## config.mk

```make
export PLATFORM = sky130hd
export DESIGN_NAME = pipe_hazard_ctrl
export DESIGN_NICKNAME = d
export VERILOG_FILES = /design/src/rtl/pipe_hazard_ctrl.sv
export SDC_FILE = /design/constraint.sdc
export NUM_CORES = 1
export LEC_CHECK = 0
export ABC_AREA = 1
export CAP_MARGIN = 0
export CORE_ASPECT_RATIO = 1.2
export CORE_MARGIN = 4
export CORE_UTILIZATION = 47
export DETAILED_ROUTE_END_ITERATION = 10
export GPL_TIMING_DRIVEN = 0
export PLACE_DENSITY = 0.81
export SLEW_MARGIN = 20
export SYNTH_ARGS = -nofsm -noshare
export SYNTH_HDL_FRONTEND = slang
export SYNTH_SLANG_ARGS = --single-unit
```

## constraint.sdc

```tcl
create_clock -name clk -period 2.35 [get_ports clk]
set_clock_uncertainty 0.1 [all_clocks]
set_input_delay 0.705 -clock clk [delete_from_list [all_inputs] [get_ports clk]]
set_output_delay 0.705 -clock clk [all_outputs]
set_load 0.02 [all_outputs]
```

## src/rtl/pipe_hazard_ctrl.sv

```systemverilog
// ---------------------------------------------------------------------------
// pipe_hazard_ctrl
// Central stall/flush controller for a 5-stage pipeline (PC, IF/ID, ID/EX,
// EX/MEM, MEM/WB). It produces per-stage load enables and flush strobes for
// three situations, highest priority first:
//   ERR state / memory freeze > taken branch in EX > load-use hazard.
// A registered FSM (RUN, MEM_WAIT, ERR) with a wait counter guards
// multi-cycle data-memory accesses. If memory never answers, the FSM locks
// into ERR and raises a sticky timeout flag that only reset clears.
//
// Optional build macro: HAZARD_PERF_CNT_EN adds the stall_cycles and
// flush_count performance counters.
//
// Ports:
//   clk             system clock, rising edge
//   rst             synchronous active-low reset
//   id_rs1/id_rs2   source registers of the ID instruction
//   id_use_rs1/2    ID instruction actually reads rs1 / rs2
//   ex_memread      EX instruction is a load
//   ex_rd           destination register of the EX instruction
//   ex_branch_taken branch/jump resolved taken in EX
//   mem_req         MEM instruction accesses data memory this cycle
//   mem_ready       data memory completes the access this cycle
//   pc_en, ifid_en, idex_en, exmem_en    stage load enables
//   ifid_flush, idex_flush, memwb_flush  stage bubble/NOP strobes
//   state           current FSM state (debug)
//   timeout_err     sticky memory-timeout flag
//   stall_cycles    (HAZARD_PERF_CNT_EN) cycles with pc_en=0 out of reset
//   flush_count     (HAZARD_PERF_CNT_EN) cycles a branch flush won priority
// ---------------------------------------------------------------------------
module pipe_hazard_ctrl #(
    parameter int MEM_TIMEOUT = 16,
    parameter int CNT_W       = 8
) (
    input  logic       clk,
    input  logic       rst,
    input  logic [4:0] id_rs1,
    input  logic [4:0] id_rs2,
    input  logic       id_use_rs1,
    input  logic       id_use_rs2,
    input  logic       ex_memread,
    input  logic [4:0] ex_rd,
    input  logic       ex_branch_taken,
    input  logic       mem_req,
    input  logic       mem_ready,
    output logic       pc_en,
    output logic       ifid_en,
    output logic       ifid_flush,
    output logic       idex_en,
    output logic       idex_flush,
    output logic       exmem_en,
    output logic       memwb_flush,
    output logic [1:0] state,
    output logic       timeout_err
`ifdef HAZARD_PERF_CNT_EN
    ,
    output logic [31:0] stall_cycles,
    output logic [31:0] flush_count
`endif
);

    typedef enum logic [1:0] {
        RUN      = 2'd0,
        MEM_WAIT = 2'd1,
        ERR      = 2'd2
    } state_t;

    // Last counter value that may still wait; the next miss becomes a timeout.
    localparam logic [CNT_W-1:0] LAST_WAIT = CNT_W'(MEM_TIMEOUT - 1);

    state_t             state_r;
    state_t             state_next_s;
    logic [CNT_W-1:0]   wait_cnt_r;
    logic [CNT_W-1:0]   wait_cnt_next_s;
    logic               timeout_err_r;
    logic               timeout_err_next_s;

    logic               mem_pending_s;
    logic               freeze_s;
    logic               load_use_s;
    logic               branch_win_s;
    logic               rs1_hit_s;
    logic               rs2_hit_s;

    // Hazard condition decode shared by the FSM and the strobe logic.
    always_comb begin
        mem_pending_s = mem_req & ~mem_ready;
        rs1_hit_s     = id_use_rs1 & (id_rs1 == ex_rd);
        rs2_hit_s     = id_use_rs2 & (id_rs2 == ex_rd);
        // x0 is hard-wired to zero, so a load "into" it never creates a hazard.
        load_use_s    = ex_memread & (ex_rd != 5'd0) & (rs1_hit_s | rs2_hit_s);
        if ((state_r == RUN) || (state_r == MEM_WAIT)) begin
            freeze_s = mem_pending_s;
        end else begin
            freeze_s = 1'b0;
        end
    end

    // Next-state, wait counter and sticky error logic.
    always_comb begin
        state_next_s       = state_r;
        wait_cnt_next_s    = wait_cnt_r;
        timeout_err_next_s = timeout_err_r;
        case (state_r)
            RUN: begin
                if (mem_pending_s) begin
                    state_next_s    = MEM_WAIT;
                    wait_cnt_next_s = {{(CNT_W-1){1'b0}}, 1'b1};
                end else begin
                    state_next_s    = RUN;
                    wait_cnt_next_s = {CNT_W{1'b0}};
                end
            end
            MEM_WAIT: begin
                if (!mem_req || mem_ready) begin
                    // Access completed or aborted: resume normal flow.
                    state_next_s    = RUN;
                    wait_cnt_next_s = {CNT_W{1'b0}};
                end else if (wait_cnt_r == LAST_WAIT) begin
                    state_next_s       = ERR;
                    timeout_err_next_s = 1'b1;
                end else begin
                    state_next_s    = MEM_WAIT;
                    wait_cnt_next_s = wait_cnt_r + {{(CNT_W-1){1'b0}}, 1'b1};
                end
            end
            ERR: begin
                // Locked until reset.
                state_next_s       = ERR;
                timeout_err_next_s = 1'b1;
            end
            default: begin
                state_next_s    = RUN;
                wait_cnt_next_s = {CNT_W{1'b0}};
            end
        endcase
    end

    // FSM state, wait counter and error flag registers.
    always_ff @(posedge clk) begin
        if (!rst) begin
            state_r       <= RUN;
            wait_cnt_r    <= {CNT_W{1'b0}};
            timeout_err_r <= 1'b0;
        end else begin
            state_r       <= state_next_s;
            wait_cnt_r    <= wait_cnt_next_s;
            timeout_err_r <= timeout_err_next_s;
        end
    end

    // Per-stage strobes, resolved in priority order.
    always_comb begin
        pc_en        = 1'b1;
        ifid_en      = 1'b1;
        ifid_flush   = 1'b0;
        idex_en      = 1'b1;
        idex_flush   = 1'b0;
        exmem_en     = 1'b1;
        memwb_flush  = 1'b0;
        branch_win_s = 1'b0;
        if (!rst) begin
            pc_en       = 1'b0;
            ifid_en     = 1'b0;
            ifid_flush  = 1'b1;
            idex_en     = 1'b0;
            idex_flush  = 1'b1;
            exmem_en    = 1'b0;
            memwb_flush = 1'b1;
        end else if ((state_r == ERR) || freeze_s) begin
            // Hold everything up to EX/MEM; the stalled MEM op must not
            // retire into WB, so MEM/WB takes a bubble.
            pc_en       = 1'b0;
            ifid_en     = 1'b0;
            idex_en     = 1'b0;
            exmem_en    = 1'b0;
            memwb_flush = 1'b1;
        end else if (ex_branch_taken) begin
            // IF and ID hold wrong-path instructions; any load-use match
            // against them is irrelevant.
            ifid_flush   = 1'b1;
            idex_flush   = 1'b1;
            branch_win_s = 1'b1;
        end else if (load_use_s) begin
            // One-cycle bubble: the load leaves EX on the next edge.
            pc_en      = 1'b0;
            ifid_en    = 1'b0;
            idex_flush = 1'b1;
        end else begin
            pc_en       = 1'b1;
            ifid_en     = 1'b1;
            ifid_flush  = 1'b0;
            idex_en     = 1'b1;
            idex_flush  = 1'b0;
            exmem_en    = 1'b1;
            memwb_flush = 1'b0;
        end
    end

    assign state       = state_r;
    assign timeout_err = timeout_err_r;

`ifdef HAZARD_PERF_CNT_EN
    logic [31:0] stall_cycles_r;
    logic [31:0] flush_count_r;

    // Performance counters; both wrap naturally at 2^32.
    always_ff @(posedge clk) begin
        if (!rst) begin
            stall_cycles_r <= 32'd0;
            flush_count_r  <= 32'd0;
        end else begin
            if (!pc_en) begin
                stall_cycles_r <= stall_cycles_r + 32'd1;
            end else begin
                stall_cycles_r <= stall_cycles_r;
            end
            if (branch_win_s) begin
                flush_count_r <= flush_count_r + 32'd1;
            end else begin
                flush_count_r <= flush_count_r;
            end
        end
    end

    assign stall_cycles = stall_cycles_r;
    assign flush_count  = flush_count_r;
`endif

endmodule
```

==> results.json <==
{
  "layout_worst_path_cycle_share_pct": 104.5,
  "cp.required_ns": 1.54,
  "root_buffer": "clkbuf_4",
  "initialDrtViolationCount": 31,
  "io-pin-count": 33,
  "syn-num-nets": 173,
  "rsz0062_at_grt": "true",
  "synthTopCellsByArea": "dfxtp_1, nand2_1, inv_1, nor2_1, ha_1",
  "final-setup-viol-count": 3,
  "finalSetupTns_ns": -0.2000,
  "holdBufCountCts": 0,
  "grt_util_all_layers_pct": 19.50,
  "report.power.total_w": 0.0004607,
  "first_pass_iters": 4,
  "fin_crit_ns": 2.455,
  "drv_cap": 0,
  "antenna_found_initial": 0,
  "viasPerCell": 4.965,
  "drcViolationCount": 0,
  "hpwlAfterDp_mm": 1.759,
  "violations": "negative setup slack",
  "port-buffer-count": 32,
  "grt_pass1_vias": 979,
  "yosys_warnings": 0,
  "die_h_um": 55.53,
  "final_antenna_net_count": 0,
  "crit_type": "primary input to output port",
  "fin_ws_ns": -0.1053,
  "routed_wl_mm": 2.265,
  "cts_made_buffers": 3,
  "synth_edf_count": 0,
  "grt_first_pass_wirelength_mm": 3.864,
  "insertedDiodeCount": 0,
  "synth.cell_area_sq_um": 884.6,
  "postSynthAreaPerCell_sq_um": 6.101,
  "routedWlPerCell_um": 11.21,
  "cts_tree": "done",
  "slowest_stage": "xor2_1",
  "ys_async_sr_fraction_pct": 0,
  "layout-drive-gt1-share_pct": 32.61,
  "routabilityCongestion": 0.8483,
  "yosysUniqueCellTypes": 25,
  "utilization_pct": 76.40,
  "total_leakage_power_nw": 0.6353,
  "clock_latency_ns": 0.28,
  "cts_sinks": 11,
  "slew-limit-headroom_pct": 72.94,
  "grt_max_degree": 7,
  "layout_common_cells": "nand2_1, nor2_1, inv_1",
  "vias": 1003,
  "grt-ovfl-total": 0,
  "syn2layout_area_growth_pct": 46.96,
  "cts.htree.levels": 1,
  "fin_area_sq_um": 1300,
  "arrival_ns": 1.65,
  "cp_slowest_stage_delay_ns": 0.14,
  "max-clock-path-buffers": 2,
  "hold_viol_final": 0,
  "worst_pin_slew_ns": 0.4032,
  "placed_area_sq_um": 1239,
  "hp-class": "register to register",
  "drv_slew": 0,
  "yosys.area.top_type_share_pct": 24.89,
  "clkTransAtPathRegs_ns": 0.08,
  "critPathTopFamily": "simple AND/OR/NAND/NOR gates",
  "die_area_sq_um": 2643,
  "synth_ff_type": "dfxtp_1",
  "cp.buffers_inverters": 4,
  "fmax_ghz": 0.4073,
  "n_fill_cell": 136,
  "cp_max_fo": 3,
  "end_kind": "output port",
  "final_common_cell": "nand2_1",
  "nNetsFinal": 213,
  "synth_seq_area_share_pct": 24.89,
  "start_util_pct": 51.99,
  "max-vdd-ir-drop_mv": 0.2319,
  "ys_seq_elements": 11,
  "coreArea_sq_um": 1702,
  "p_per_area_nw_per_um2": 354.4,
  "fp.dieW_um": 47.61,
  "netlist_instances": 145,
  "synth_top_area_cell": "dfxtp_1",
  "worstPathCellList": "buf_8, xor2_1, nor2_1, nand3_1, nand2_1, nand3_1, nand2_1, inv_2, buf_6, buf_6",
  "startpoint_type": "primary input",
  "fp-row-count": 16,
  "hold-worst-slack_ns": 0.3521,
  "outcome": "complete, but fails checks"
}
## layer usage
layer	vias to the layer above	track usage (%)	wire, um
met5	-	0	0
met4	0	13.08	91
met3	9	3.896	145
met2	34	30.46	1088
met1	427	22.50	940
li1	533	-	-
## worst paths after layout
kind / slack (ns) / startpoint / to / cells past startpoint
min reg2reg: 0.35 / timeout_err / timeout_err / 2
max: -0.11 / ex_rd[3] / pc_en / 10
max reg2reg: 0.61 / state[1] / wait_cnt_r[7] / 7
min: 0.35 / timeout_err / timeout_err / 2
## layout make-up
cell class	count	area, sq um	area share [%]
multi-input combinational	104	585.6	45.04
timing repair buffer	35	309.0	23.77
sequential	11	220.2	16.94
inverter	28	117.6	9.047
clock buffer	4	26.28	2.021
tap	18	22.52	1.732
buffer	2	18.77	1.444
## cell families after synthesis
family,count (synthesis),synth area share (%)
flip-flops,11,24.89
AND/OR/NAND/NOR,76,38.61
AO/OA/AOI/OAI,19,11.60
buffers and inverters,30,13.86
XOR/XNOR,4,3.961
adder cells (fa/ha/maj),5,7.072
## sequential cells by signal, indices dropped and copies added, names as in the netlist
name,cells
timeout_err,1
state,2
wait_cnt_r,8
## metrics by stage
step / std cells / worst slack [ns]
6_report: 202 / -0.1053
5_1_grt: 202 / -0.1626
4_1_cts: 202 / -0.1050
3_5_place_dp: 195 / -0.9808
3_3_place_gp: 195 / -0.9795
2_1_floorplan: 145 / -0.07986
## what timing repair did
action                                  in CTS  in global routing
resized for setup                          121                 19
endpoints found under the setup margin       7                  5
pin swaps                                   25                 16
setup buffers                                3                  0
## worst register-to-register path, stage by stage, from the launching register on
cell and delay (ns):
dfxtp_1 0.47, inv_1 0.13, ha_1 0.22, inv_2 0.09
nor2_2 0.06, o21ai_1 0.34, o21bai_1 0.17, nor2_1 0.05
## synth_stat cells, types with 2 or more instances
library cell and instances:
dfxtp_1 11, o21ai_1 5, ha_1 5, nand3_1 9
buf_4 2, o21bai_1 3, nor2_1 20, nand4_1 2
inv_2 5, a21oi_1 8, xor2_1 3, nor3_1 3
inv_1 21, nand2_1 35, o21ai_0 3
## report_power, final
group          internal, W  leakage (nW)  switching [W]  total (W)
clock network    0.0000659        0.0150      0.0000706   0.000137
logic            0.0000670         0.531      0.0000657   0.000133
registers         0.000189        0.0890     0.00000249   0.000192
Power figures use the tool's default switching activity.
